`src/rtl/ysyx_25010008_lsu.sv`:
```
// Load/store unit: one EXU request at a time, driven as an AXI4-Lite master.
// Handles byte-lane alignment for stores and extraction/extension for loads.
module ysyx_25010008_lsu #(
   parameter int ADDR_WIDTH    = 32,
   parameter bit MISALIGN_TRAP = 1'b1
) (
   input  logic                  clock,
   input  logic                  reset,
   input  logic                  req_valid,
   output logic                  req_ready,
   input  logic                  req_wen,
   input  logic [ADDR_WIDTH-1:0] req_addr,
   input  logic [31:0]           req_wdata,
   input  logic [1:0]            req_size,
   input  logic                  req_unsigned,
   output logic                  resp_valid,
   input  logic                  resp_ready,
   output logic [31:0]           resp_rdata,
   output logic                  resp_err,
   output logic [ADDR_WIDTH-1:0] araddr,
   output logic                  arvalid,
   input  logic                  arready,
   output logic                  rready,
   input  logic [31:0]           rdata,
   input  logic [1:0]            rresp,
   input  logic                  rvalid,
   output logic [ADDR_WIDTH-1:0] awaddr,
   output logic                  awvalid,
   input  logic                  awready,
   output logic [31:0]           wdata,
   output logic [3:0]            wstrb,
   output logic                  wvalid,
   input  logic                  wready,
   output logic                  bready,
   input  logic [1:0]            bresp,
   input  logic                  bvalid
);

   typedef enum logic [2:0] {
      S_IDLE, S_AR, S_R, S_W, S_B, S_RESP
   } state_e;

   state_e                state_q, state_d;
   logic [1:0]            off_q, off_d;
   logic [1:0]            size_q, size_d;
   logic                  uns_q, uns_d;
   logic                  req_ready_q, req_ready_d;
   logic                  resp_valid_q, resp_valid_d;
   logic [31:0]           resp_rdata_q, resp_rdata_d;
   logic                  resp_err_q, resp_err_d;
   logic                  arvalid_q, arvalid_d;
   logic [ADDR_WIDTH-1:0] araddr_q, araddr_d;
   logic                  rready_q, rready_d;
   logic                  awvalid_q, awvalid_d;
   logic [ADDR_WIDTH-1:0] awaddr_q, awaddr_d;
   logic                  wvalid_q, wvalid_d;
   logic [31:0]           wdata_q, wdata_d;
   logic [3:0]            wstrb_q, wstrb_d;
   logic                  bready_q, bready_d;

   logic [1:0]            lane_mask;
   logic                  misal;
   logic [ADDR_WIDTH-1:0] eff_addr;
   logic [3:0]            strb_base;
   logic [31:0]           rd_sh;
   logic [31:0]           rd_ext;

   always_comb begin
      unique case (req_size)
         2'd0:    lane_mask = 2'b00;
         2'd1:    lane_mask = 2'b01;
         default: lane_mask = 2'b11;
      endcase
   end

   assign misal = (req_addr[1:0] & lane_mask) != 2'b00;

   // Without trapping, misaligned requests are silently aligned down.
   assign eff_addr = MISALIGN_TRAP ? req_addr
      : (req_addr & ~{{(ADDR_WIDTH-2){1'b0}}, lane_mask});

   always_comb begin
      unique case (req_size)
         2'd0:    strb_base = 4'h1;
         2'd1:    strb_base = 4'h3;
         default: strb_base = 4'hF;
      endcase
   end

   assign rd_sh = rdata >> {off_q, 3'b000};

   always_comb begin
      unique case (size_q)
         2'd0: rd_ext = uns_q ? {24'd0, rd_sh[7:0]}
                              : {{24{rd_sh[7]}}, rd_sh[7:0]};
         2'd1: rd_ext = uns_q ? {16'd0, rd_sh[15:0]}
                              : {{16{rd_sh[15]}}, rd_sh[15:0]};
         default: rd_ext = rd_sh;
      endcase
   end

   always_comb begin
      state_d      = state_q;
      off_d        = off_q;
      size_d       = size_q;
      uns_d        = uns_q;
      req_ready_d  = req_ready_q;
      resp_valid_d = resp_valid_q;
      resp_rdata_d = resp_rdata_q;
      resp_err_d   = resp_err_q;
      arvalid_d    = arvalid_q;
      araddr_d     = araddr_q;
      rready_d     = rready_q;
      awvalid_d    = awvalid_q;
      awaddr_d     = awaddr_q;
      wvalid_d     = wvalid_q;
      wdata_d      = wdata_q;
      wstrb_d      = wstrb_q;
      bready_d     = bready_q;

      unique case (state_q)
         S_IDLE: begin
            req_ready_d = 1'b1;
            if (req_valid && req_ready_q) begin
               req_ready_d = 1'b0;
               off_d       = eff_addr[1:0];
               size_d      = req_size;
               uns_d       = req_unsigned;
               if (MISALIGN_TRAP && misal) begin
                  state_d      = S_RESP;
                  resp_valid_d = 1'b1;
                  resp_err_d   = 1'b1;
                  resp_rdata_d = 32'd0;
               end else if (!req_wen) begin
                  state_d   = S_AR;
                  arvalid_d = 1'b1;
                  araddr_d  = eff_addr;
               end else begin
                  state_d   = S_W;
                  awvalid_d = 1'b1;
                  wvalid_d  = 1'b1;
                  awaddr_d  = eff_addr;
                  wdata_d   = req_wdata << {eff_addr[1:0], 3'b000};
                  wstrb_d   = strb_base << eff_addr[1:0];
               end
            end
         end
         S_AR: begin
            if (arready) begin
               arvalid_d = 1'b0;
               rready_d  = 1'b1;
               state_d   = S_R;
            end
         end
         S_R: begin
            if (rvalid) begin
               rready_d     = 1'b0;
               resp_valid_d = 1'b1;
               resp_err_d   = rresp != 2'b00;
               resp_rdata_d = (rresp != 2'b00) ? 32'd0 : rd_ext;
               state_d      = S_RESP;
            end
         end
         S_W: begin
            awvalid_d = awvalid_q & ~awready;
            wvalid_d  = wvalid_q & ~wready;
            if (!awvalid_d && !wvalid_d) begin
               bready_d = 1'b1;
               state_d  = S_B;
            end
         end
         S_B: begin
            if (bvalid) begin
               bready_d     = 1'b0;
               resp_valid_d = 1'b1;
               resp_err_d   = bresp != 2'b00;
               resp_rdata_d = 32'd0;
               state_d      = S_RESP;
            end
         end
         S_RESP: begin
            if (resp_ready) begin
               resp_valid_d = 1'b0;
               req_ready_d  = 1'b1;
               state_d      = S_IDLE;
            end
         end
         default: begin
            state_d      = S_IDLE;
            req_ready_d  = 1'b1;
            resp_valid_d = 1'b0;
            arvalid_d    = 1'b0;
            rready_d     = 1'b0;
            awvalid_d    = 1'b0;
            wvalid_d     = 1'b0;
            bready_d     = 1'b0;
         end
      endcase
   end

   always_ff @(posedge clock) begin
      if (!reset) begin
         state_q      <= S_IDLE;
         off_q        <= 2'd0;
         size_q       <= 2'd0;
         uns_q        <= 1'b0;
         req_ready_q  <= 1'b0;
         resp_valid_q <= 1'b0;
         resp_rdata_q <= 32'd0;
         resp_err_q   <= 1'b0;
         arvalid_q    <= 1'b0;
         araddr_q     <= '0;
         rready_q     <= 1'b0;
         awvalid_q    <= 1'b0;
         awaddr_q     <= '0;
         wvalid_q     <= 1'b0;
         wdata_q      <= 32'd0;
         wstrb_q      <= 4'd0;
         bready_q     <= 1'b0;
      end else begin
         state_q      <= state_d;
         off_q        <= off_d;
         size_q       <= size_d;
         uns_q        <= uns_d;
         req_ready_q  <= req_ready_d;
         resp_valid_q <= resp_valid_d;
         resp_rdata_q <= resp_rdata_d;
         resp_err_q   <= resp_err_d;
         arvalid_q    <= arvalid_d;
         araddr_q     <= araddr_d;
         rready_q     <= rready_d;
         awvalid_q    <= awvalid_d;
         awaddr_q     <= awaddr_d;
         wvalid_q     <= wvalid_d;
         wdata_q      <= wdata_d;
         wstrb_q      <= wstrb_d;
         bready_q     <= bready_d;
      end
   end

   assign req_ready  = req_ready_q;
   assign resp_valid = resp_valid_q;
   assign resp_rdata = resp_rdata_q;
   assign resp_err   = resp_err_q;
   assign arvalid    = arvalid_q;
   assign araddr     = araddr_q;
   assign rready     = rready_q;
   assign awvalid    = awvalid_q;
   assign awaddr     = awaddr_q;
   assign wvalid     = wvalid_q;
   assign wdata      = wdata_q;
   assign wstrb      = wstrb_q;
   assign bready     = bready_q;

endmodule

```
`config.mk`:
```
export PLATFORM = sky130hd
export DESIGN_NAME = ysyx_25010008_lsu
export DESIGN_NICKNAME = d
export VERILOG_FILES = /design/src/rtl/ysyx_25010008_lsu.sv
export SDC_FILE = /design/constraint.sdc
export NUM_CORES = 1
export LEC_CHECK = 0
export ABC_AREA = 1
export BUFFER_PORTS_ARGS = -buffer_cell sky130_fd_sc_hd__clkbuf_2
export CORE_ASPECT_RATIO = 1.1
export CORE_MARGIN = 2
export CORE_UTILIZATION = 26
export CTS_BUF_LIST = sky130_fd_sc_hd__clkbuf_8
export DETAILED_ROUTE_END_ITERATION = 12
export SYNTH_ARGS = -nofsm -noshare
export SYNTH_HDL_FRONTEND = slang
export SYNTH_SLANG_ARGS = --single-unit
```
`constraint.sdc`:
```
create_clock -name clock -period 2.4 [get_ports clock]
set_input_delay 0.72 -clock clock [delete_from_list [all_inputs] [get_ports clock]]
set_output_delay 0.72 -clock clock [all_outputs]
set_load 0.1 [all_outputs]
```
==> run metrics <==
critical path fanouts, max 3; VDD IR-drop max around 0.00039 V; layout cell share with drive strength beyond 1 0.2773; f_max between 0.4 and 0.5 GHz; vias in the first global route approximately 6,600; Final Hold Viols 0; Synth warnings 0; Synth Cell Area ~0.0067 sq mm; Pleak around 4.1 nW; clock buffer depth 2; # fillers about 2,800; initial antenna violation count 0; CTS tree built; clock sink count between 100 and 150; Worst Path Buf+Inv 1; max-cap viol count 0; adder-cell share of the synthesized area 0; Placer Congestion about 0.84; Netlist cell types 38; register area 0.002963 sq mm; part of the power in registers 0.353; n_diodes 0; Skew-Pair Late Insertion Delay between 400 and 500 ps; Syn Nets between 1,000 and 1,500; global-route total usage across every layer 0.1653; CP max stage cell clkbuf_2; main combinational cell family by area after synthesis simple AND/OR/NAND/NOR gates; area occupied by multi-input gates roughly 0.0032 sq mm; number of H-tree levels 4; Routed WL around 23,000 um; Place WS between 100 and 150 ps; vias per cell 4.628; mux cell area share after synthesis 0; startpoint types register; Worst EP required ~1700 ps; I/O Buffers 252; FP Rows 61; Worst Max-Slew Pin Slew a little under 600 ps; Die Span Y around 170 um; Pwr Total 0.007914 W; relative slew slack 0.6079; sequential cell area fraction in the yosys report 0.4424; Post-Synth Simple-Gate Area 0.2976; post-synthesis compound-gate area fraction 0.1818; Avg WL per Cell between 10 and 15 um; RSZ-0062 raised after global routing false; remaining global-route overflow 0; num ports between 200 and 300; xor-xnor portion of the synthesized cell area 0; post-synthesis area per instance between 7 and 8 sq um; P_int approximately 0.0042 W; final setup TNS 0 ps; Initial Util 0.2643; Die Wd around 160 um; Net Sw Frac 0.4704; Net Switching 0.003723 W; core footprint about 0.025 sq mm; Syn Inst Count 955; dpl hpwl 16,960 um; CP endpoint kind primary output; post_cts resized 0; nets 1,301; die area roughly 0.027 sq mm; Power Dens Cells 912.6 mW/mm^2; iteration-0 DRC count of the detailed router approximately 460; Layout Area Growth over Synthesis 29.48%; first-pass detailed-route iteration total 5; first-pass GRT wire length 35,180 um; clock share of power 0.245; antenna viol nets, final 0; DRC viols 0; clk_skew 13.03 ps; Slew Limit Fails 0; clock slew at reported path FFs roughly 80 ps; number of setup buffers added after CTS 0; outcome finished, final reports clean; CTS buffer count 17; Crit Path Class register to primary output; Final min period slightly above 2000 ps; Final setup violation count 0; cts hold-fix bufs 0; pin count of the biggest net entering global routing 59; Final Cycle Share 0.8551; crit path DAT 1330 ps; vias about 7,200; commonest non-fill, non-tap cell in the layout clkbuf_2; critical path, cell by cell clkbuf_2; commonest non-fill, non-tap cells in the layout 252 x clkbuf_2, 221 x nand2_1, 158 x nor2_1; Setup WS post-layout around 350 ps; Worst path top cell family by delay buffers and inverters; root buf cell clkbuf_8; Comb pwr share 0.402; #FFs+latches synth ~150; CP max stage delay 490 ps; worst hold-check path type register to register
## registers in the layout (all words and copies together) (netlist names)
register / cells
araddr: 32
awaddr: 32
resp_rdata: 32
wdata: 32
wstrb: 4
state_q: 3
off_q: 2
size_q: 2
arvalid: 1
awvalid: 1
bready: 1
req_ready: 1
resp_err: 1
resp_valid: 1
rready: 1
uns_q: 1
wvalid: 1
## cell type report
| class | instances | share of cell area |
|---|---|---|
| Multi-Input combinational cell | 697 | 0.3702 |
| Sequential cell | 148 | 0.3417 |
| Timing Repair Buffer | 276 | 0.1734 |
| Tap cell | 346 | 0.04992 |
| Clock buffer | 17 | 0.02698 |
| Inverter | 48 | 0.02106 |
| Clock inverter | 15 | 0.01674 |
## per-layer routing
metal	wire, um	up-vias	share of wire	GRT usage
met5	0	-	0	0
met1	9982	3277	0.43	0.2054
met2	11050	243	0.48	0.2805
met3	1441	36	0.063	0.03634
met4	536	0	0.023	0.06126
li1	-	3604	-	-
## Yosys cell counts (all sizes together)
master  count  area [sq um]
nand2     225         859.6
nor2      166         680.7
dfxtp     148          2963
o21ai     105         525.5
a21oi      88         440.4
nand3      73         397.9
inv        46         175.2
buf        32         229.0
clkbuf     30         112.6
o211a       7         70.07
o21a        7         52.55
o22ai       5         31.28
nor3        4         20.02
a221oi      3         26.28
nand3b      3         22.52
a211oi      2         15.01
clkinv      2         7.510
o221ai      2         17.52
a22oi       1         7.510
a31oi       1         6.260
a41oi       1         8.760
and3        1         6.260
nand4       1         6.260
o22a        1         8.760
o31ai       1         7.510
## path summary, 6_finish.rpt
path	from	cells past startpoint	endpoint	slack [ps]
worst max-delay path	req_ready$_SDFFE_PN0P_	1	req_ready	350
worst min-delay path	arvalid$_SDFFE_PN0P_	2	arvalid$_SDFFE_PN0P_	470
worst max register to register	off_q[1]$_SDFFE_PN0P_	6	resp_rdata[24]$_SDFFE_PN0P_	410
worst min register to register	arvalid$_SDFFE_PN0P_	2	arvalid$_SDFFE_PN0P_	470
## power by group through the flow
stage	clock network, W	logic [W]	registers, W
detailed placement	0	0.00319	0.00285
finish	0.00194	0.00318	0.00279
global route	0.00210	0.00341	0.00282
global placement	0	0.00317	0.00285
floorplan	0	0.00147	0.00394
CTS	0.00202	0.00319	0.00279
## cells by family (layout without fill, tap and decap cells)
| group | Yosys count | after routing |
|---|---|---|
| AOI/OAI and AO/OA | 224 | 224 |
| buffers and inverters | 110 | 356 |
| DFF | 148 | 148 |
| and+or+nand+nor | 473 | 473 |
## stage by stage
stage,cell area [sq um],util,cells,hold slack [ps]
3_5_place_dp,8293,0.3273,1515,455.5
4_1_cts,8672,0.3422,1547,468.4
2_1_floorplan,6698,-,955,500.7
3_3_place_gp,8293,0.3273,1515,451.3
5_1_grt,8672,0.3422,1547,475.5
6_report,8672,0.3422,1547,466.6
(Power assumes the default switching activity.)
